--- config.mk ---
export PLATFORM = sky130hd
export DESIGN_NAME = aftab_memory_arbiter
export DESIGN_NICKNAME = d
export VERILOG_FILES = /design/src/rtl/aftab_memory_arbiter.sv
export SDC_FILE = /design/constraint.sdc
export NUM_CORES = 1
export LEC_CHECK = 0
export ABC_AREA = 1
export ABC_CLOCK_PERIOD_IN_PS = 3400
export CAP_MARGIN = 5
export CORE_MARGIN = 4
export CORE_UTILIZATION = 43
export DETAILED_ROUTE_END_ITERATION = 16
export HOLD_SLACK_MARGIN = 0.1
export PLACE_DENSITY = 0.81
export REMOVE_ABC_BUFFERS = 1
export SETUP_SLACK_MARGIN = 0.2
export SLEW_MARGIN = 20
export SYNTH_ARGS = -nofsm -noshare
export SYNTH_HDL_FRONTEND = slang
export SYNTH_SLANG_ARGS = --single-unit
--- constraint.sdc ---
create_clock -name clk -period 3.4 [get_ports clk]
set_clock_uncertainty 0.1 [all_clocks]
set_input_delay 0.68 -clock clk [delete_from_list [all_inputs] [get_ports clk]]
set_output_delay 0.68 -clock clk [all_outputs]
set_load 0.03 [all_outputs]
--- src/rtl/aftab_memory_arbiter.sv ---
// ----------------------------------------------------------------------------
// aftab_memory_arbiter
//
// Two-port arbiter and access sequencer placed in front of a single
// aftab_memory_segment. Port 0 carries instruction fetches and port 1 carries
// data accesses from the AFTAB core. One requester is granted at a time,
// using round-robin priority. The winning access is registered onto the
// segment bus. The segment's memDataReady completes the access, and a
// timeout with a bus-error pulse recovers from a segment that never answers.
//
// Sequence per access: IDLE -> ACCESS (strobe held) -> RELEASE -> IDLE.
// With a zero-wait segment this takes 3 cycles per access.
//
// Ports
//   clk, rst              rising-edge clock, asynchronous active-high reset
//   readMemN, writeMemN   port N request (both high = write), held until
//                         memReadyN or busErrorN
//   addressN, dataInN     port N address / write data, stable while requesting
//   dataOutN              port N registered read data
//   memReadyN, busErrorN  port N one-cycle completion / timeout pulses
//   readmem, writemem     strobes to the segment
//   addressBus            address to the segment
//   memDataOut            write data to the segment (its dataBusIn)
//   memDataIn             read data from the segment (its dataBusOut)
//   memDataReady          segment completion
//   grant                 one-hot owner of the current access, 00 when idle
//   busy                  high while in ACCESS or RELEASE
//
// timeoutCycles: number of ACCESS or RELEASE cycles before a forced release.
// The legal range is 2..65535.
// ----------------------------------------------------------------------------
module aftab_memory_arbiter #(
    parameter int dataWidth     = 8,
    parameter int addressWidth  = 32,
    parameter int timeoutCycles = 16
) (
    input  logic                    clk,
    input  logic                    rst,

    input  logic                    readMem0,
    input  logic                    writeMem0,
    input  logic [addressWidth-1:0] address0,
    input  logic [dataWidth-1:0]    dataIn0,
    output logic [dataWidth-1:0]    dataOut0,
    output logic                    memReady0,
    output logic                    busError0,

    input  logic                    readMem1,
    input  logic                    writeMem1,
    input  logic [addressWidth-1:0] address1,
    input  logic [dataWidth-1:0]    dataIn1,
    output logic [dataWidth-1:0]    dataOut1,
    output logic                    memReady1,
    output logic                    busError1,

    output logic                    readmem,
    output logic                    writemem,
    output logic [addressWidth-1:0] addressBus,
    output logic [dataWidth-1:0]    memDataOut,
    input  logic [dataWidth-1:0]    memDataIn,
    input  logic                    memDataReady,

    output logic [1:0]              grant,
    output logic                    busy
);

    typedef enum logic [1:0] {
        st_idle    = 2'd0,
        st_access  = 2'd1,
        st_release = 2'd2
    } state_t;

    // The counter only has to reach timeoutCycles-1.
    localparam int cnt_w = (timeoutCycles > 2) ? $clog2(timeoutCycles) : 1;
    localparam logic [cnt_w-1:0] cnt_last = cnt_w'(timeoutCycles - 1);

    state_t                  state;
    state_t                  next_state;
    logic                    last_grant;   // port served most recently
    logic [cnt_w-1:0]        cnt;
    logic                    cnt_expired;

    logic                    req0;
    logic                    req1;

    logic                    win_port;
    logic                    win_write;
    logic [addressWidth-1:0] win_addr;
    logic [dataWidth-1:0]    win_data;

    logic                    do_grant;     // IDLE -> ACCESS
    logic                    do_done;      // ACCESS -> RELEASE, segment answered
    logic                    do_timeout;   // ACCESS -> RELEASE, no answer
    logic                    do_release;   // RELEASE -> IDLE

    assign req0        = readMem0 | writeMem0;
    assign req1        = readMem1 | writeMem1;
    assign cnt_expired = (cnt == cnt_last);
    assign busy        = (state != st_idle);

    // ------------------------------------------------------------------------
    // Next-state and decision logic
    // ------------------------------------------------------------------------
    // NOTE: every signal gets a default before the case statement.
    // Otherwise a path that skips the assignment would infer a latch.
    always_comb begin
        next_state = state;
        win_port   = 1'b0;
        do_grant   = 1'b0;
        do_done    = 1'b0;
        do_timeout = 1'b0;
        do_release = 1'b0;

        unique case (state)
            st_idle: begin
                if (req0 && req1) begin
                    // Tie: the port that was not served last wins.
                    win_port = ~last_grant;
                    do_grant = 1'b1;
                end else if (req0) begin
                    win_port = 1'b0;
                    do_grant = 1'b1;
                end else if (req1) begin
                    win_port = 1'b1;
                    do_grant = 1'b1;
                end
                if (do_grant) next_state = st_access;
            end

            st_access: begin
                // A ready on the last counted cycle still counts as success.
                if (memDataReady) begin
                    do_done    = 1'b1;
                    next_state = st_release;
                end else if (cnt_expired) begin
                    do_timeout = 1'b1;
                    next_state = st_release;
                end
            end

            st_release: begin
                // Requests are ignored here. A requester drops its request
                // on the cycle after its pulse, and IDLE only looks at
                // requests once that has happened.
                if (!memDataReady || cnt_expired) begin
                    do_release = 1'b1;
                    next_state = st_idle;
                end
            end

            default: begin
                next_state = st_idle;
            end
        endcase
    end

    // Select the winner's request. A request with both strobes high is a write.
    always_comb begin
        win_write = writeMem0;
        win_addr  = address0;
        win_data  = dataIn0;
        if (win_port) begin
            win_write = writeMem1;
            win_addr  = address1;
            win_data  = dataIn1;
        end
    end

    // ------------------------------------------------------------------------
    // State register, round-robin memory and timeout counter
    // ------------------------------------------------------------------------
    // NOTE: sequential state uses non-blocking assignments only. Every
    // register then updates from the pre-edge values, with no ordering races.
    always_ff @(posedge clk or posedge rst) begin
        if (rst) begin
            state      <= st_idle;
            last_grant <= 1'b1;        // port 0 wins the first tie
            cnt        <= '0;
        end else begin
            state <= next_state;
            if (do_grant) last_grant <= win_port;

            if (do_grant || do_done || do_timeout || do_release)
                cnt <= '0;
            else if (state != st_idle)
                cnt <= cnt + 1'b1;
        end
    end

    // ------------------------------------------------------------------------
    // Registered segment bus, grant, read data and port pulses
    // ------------------------------------------------------------------------
    always_ff @(posedge clk or posedge rst) begin
        if (rst) begin
            readmem    <= 1'b0;
            writemem   <= 1'b0;
            addressBus <= '0;
            memDataOut <= '0;
            grant      <= 2'b00;
            dataOut0   <= '0;
            dataOut1   <= '0;
            memReady0  <= 1'b0;
            memReady1  <= 1'b0;
            busError0  <= 1'b0;
            busError1  <= 1'b0;
        end else begin
            // Pulses last exactly one cycle unless re-asserted below.
            memReady0 <= 1'b0;
            memReady1 <= 1'b0;
            busError0 <= 1'b0;
            busError1 <= 1'b0;

            if (do_grant) begin
                addressBus <= win_addr;
                memDataOut <= win_data;
                writemem   <= win_write;
                readmem    <= ~win_write;
                grant      <= {win_port, ~win_port};
            end

            if (do_done) begin
                readmem   <= 1'b0;
                writemem  <= 1'b0;
                memReady0 <= grant[0];
                memReady1 <= grant[1];
                // memDataIn is only meaningful during a read. Writes leave
                // dataOut alone.
                if (readmem && grant[0]) dataOut0 <= memDataIn;
                if (readmem && grant[1]) dataOut1 <= memDataIn;
            end

            if (do_timeout) begin
                readmem   <= 1'b0;
                writemem  <= 1'b0;
                busError0 <= grant[0];
                busError1 <= grant[1];
            end

            // addressBus and memDataOut keep their last value while idle.
            if (do_release) grant <= 2'b00;
        end
    end

    // ------------------------------------------------------------------------
    // Structural invariants
    // ------------------------------------------------------------------------
    a_pulse_excl: assert property (@(posedge clk) disable iff (rst)
        !((memReady0 && busError0) || (memReady1 && busError1)));

    a_grant_onehot: assert property (@(posedge clk) disable iff (rst)
        grant != 2'b11);

    a_strobe_excl: assert property (@(posedge clk) disable iff (rst)
        !(readmem && writemem));

endmodule

==> flow_metrics.py <==
metrics = {
    "cts": {
        "post-cts-setup-buffers": 0,
        "cts_buffers": 9,
        "holdBufCountCts": 0,
        "htreeDepth": 3,
        "root_buffer": "clkbuf_8",
        "insertion_delay_ns": 0.34,
        "cts_buffer_depth": 2,
        "cts.sinks": 71,
        "ctsResizeCount": 0,
        "cts_tree": "done",
        "path_clk_slew_ns": 0.08,
    },
    "sta": {
        "tightest_slew_ns": 0.753,
        "slew_headroom_pct": 49.7,
        "timing.final.crit_period_ns": 2.82,
        "max_freq_mhz": 354,
        "min_period_over_period_pct": 83.1,
        "hold_viol": 0,
        "drv_slew": 0,
        "rsz0062_at_grt": "false",
        "setup_slack_ns": 0.576,
        "finalSetupViolations": 0,
    },
    "global_routing": {
        "grt_pass1_wl_um": 16900,
        "grt-ovfl-total": 0,
        "antenna_found_initial": 0,
        "grt_usage_pct": 20.7,
        "grt_pass1_vias": 3685,
        "grt_max_degree": 48,
    },
    "final_layout": {
        "diodes": 0,
        "layout-drive-gt1-share_pct": 5.77,
        "syn_to_final_growth_pct": 50.5,
        "regArea_um2": 1780,
        "multiInputGateArea_um2": 1380,
        "fin_cells": 746,
        "nFillCells": 703,
        "finalNetCount": 732,
    },
    "critical_path": {
        "worst_setup_path_end_kind": "primary output",
        "worstPathArrival_ns": 2.04,
        "crit_path_start_kind": "flop",
        "criticalPathCategory": "reg2out",
        "worstPathRequired_ns": 2.62,
        "crit_fanout": 21,
    },
    "logic_synthesis": {
        "netlist.area_leader.share_pct": 47.4,
        "synth_common_cells": "nand2_1, inv_1, dfrtp_1, nand3_1, nand4_1",
        "synth-edff-count": 0,
        "yosysTopAreaCell": "dfrtp_1",
        "syn_inst": 488,
        "avgSynthCellArea_um2": 7.58,
        "synth.most_common_cell": "nand2_1",
        "ys_ff_latch": 71,
        "yosysSeqAreaShare_pct": 48.1,
        "postSynth.asyncResetShare_pct": 100,
        "yosysWarningCount": 0,
        "ys.flop_type": "dfrtp_1",
        "synth_area_leaders": "dfrtp_1, nand2_1, inv_1",
        "ys_types": 27,
        "syn_area_um2": 3700,
    },
    "placement": {
        "dp_slack_ns": 0.730,
        "gp_congestion": 0.801,
        "dp_cells": 730,
        "dpl.hpwl_um": 7690,
        "io_buffers": 159,
    },
    "outcome": {
        "status": "completed",
    },
    "routing": {
        "viasPerCell": 4.89,
        "dr.pass1.iters": 4,
        "drtIter0Drc": 127,
        "top_layer_used": "met4",
        "vias": 3650,
        "routed_wirelength_um": 10400,
        "wl_met3_um": 774,
        "wl_met2_um": 5310,
        "drcViolationCount": 0,
        "ant_nets": 0,
        "routedWlPerCell_um": 13.9,
        "wl_met1_um": 4220,
    },
    "floorplan": {
        "dieArea_um2": 10100,
        "initial_core_util_pct": 44.5,
        "core-area_um2": 8300,
        "die_y_um": 101,
        "fp-row-count": 33,
        "chipWidth_um": 101,
        "num_io_pins": 160,
    },
    "power_and_ir_drop": {
        "power.leakage_nw": 2.86,
        "vdd_drop_max_mv": 0.394,
        "p_per_area_nw_per_um2": 942,
    },
    "hold_path": {
        "hold_path_class": "reg2reg",
    },
    "job": {
        "cap_violations": 0,
    },
}
-- cells in the final DEF, fill, tap and decap left out, types with 2 or more instances in the layout --
| cell type | synthesis | final |
|---|---|---|
| inv_1 | 101 | 100 |
| nor2_4 | 1 | 2 |
| o21ai_2 | 4 | 4 |
| clkdlybuf4s50_1 | 0 | 159 |
| nor2_1 | 12 | 12 |
| buf_12 | 0 | 2 |
| o21ai_0 | 13 | 13 |
| buf_4 | 6 | 4 |
| nand2_1 | 153 | 152 |
| nand3_1 | 49 | 49 |
| dfrtp_1 | 70 | 70 |
| xor2_1 | 2 | 2 |
| clkbuf_8 | 0 | 10 |
| bufinv_16 | 0 | 2 |
| inv_2 | 2 | 3 |
| nand4_1 | 40 | 40 |
| nor3_4 | 2 | 2 |
-- critical path, stage by stage, from the launching register on --
cell and delay (ns):
dfrtp_1 0.46, nor2_4 0.45, inv_1 0.16, clkdlybuf4s50_1 0.63
-- metrics by stage --
step	area, µm²	TNS, ns	utilization, %	total power [mW]	hold slack, ns
6_report	5560	0	67.0	5.24	0.380
5_1_grt	5560	0	67.0	5.60	0.413
4_1_cts	5560	0	67.0	5.29	0.385
3_5_place_dp	5340	0	64.4	4.53	0.365
3_3_place_gp	5340	0	64.4	4.43	0.362
2_1_floorplan	3540	-4.14	-	3.23	0.364
-- path summary, 6_finish.rpt --
check	slack (ns)	cells after the start	to	startpoint
worst max-delay path	0.58	3	busy	state[1]$_DFFE_PP0P_
worst min-delay path	0.38	2	addressBus[5]$_DFFE_PP0P_	addressBus[5]$_DFFE_PP0P_
worst max register to register	0.96	7	writemem$_DFFE_PP0P_	state[1]$_DFFE_PP0P_
worst min register to register	0.38	2	addressBus[5]$_DFFE_PP0P_	addressBus[5]$_DFFE_PP0P_
max in group asynchronous	1.84	3	dataOut0[6]$_DFFE_PP0P_	rst
min in group asynchronous	0.71	2	dataOut1[3]$_DFFE_PP0P_	rst
-- power by group --
group / switching [mW] / internal [mW]
registers: 0.248 / 1.25
clock network: 0.307 / 0.433
logic: 1.85 / 1.15
total: 2.41 / 2.84
-- registers in the layout, summed over array words and instances (netlist names), 2 cells and up --
register,flops
state,2
dataOut1,8
cnt,4
grant,2
addressBus,32
memDataOut,8
dataOut0,8
-- logic make-up after synthesis --
family	Yosys count	synth area share, %
and+or+nand+nor	262	32.7
muxes	1	0.271
AOI/OAI and AO/OA	18	3.15
adders and majority gates	1	0.338
buffers and inverters	132	14.8
xor gates and xnor gates	3	0.711
DFF	71	48.1
-- layer usage --
| layer | up-vias | global-route usage (%) |
|---|---|---|
| li1 | 1793 | - |
| met1 | 1696 | 26.3 |
| met2 | 153 | 35.9 |
| met3 | 8 | 3.81 |
| met4 | 0 | 6.32 |
| met5 | - | 0 |
-- cell type report --
cell class / count / share of cell area, %
repair buffers: 165 / 29.9
multi-input cells: 285 / 24.8
flip-flops and latches: 71 / 32.0
inverters: 104 / 7.02
clock inverters: 5 / 1.46
clock buffers: 11 / 2.54
well taps: 105 / 2.36
(Power assumes the default switching activity.)
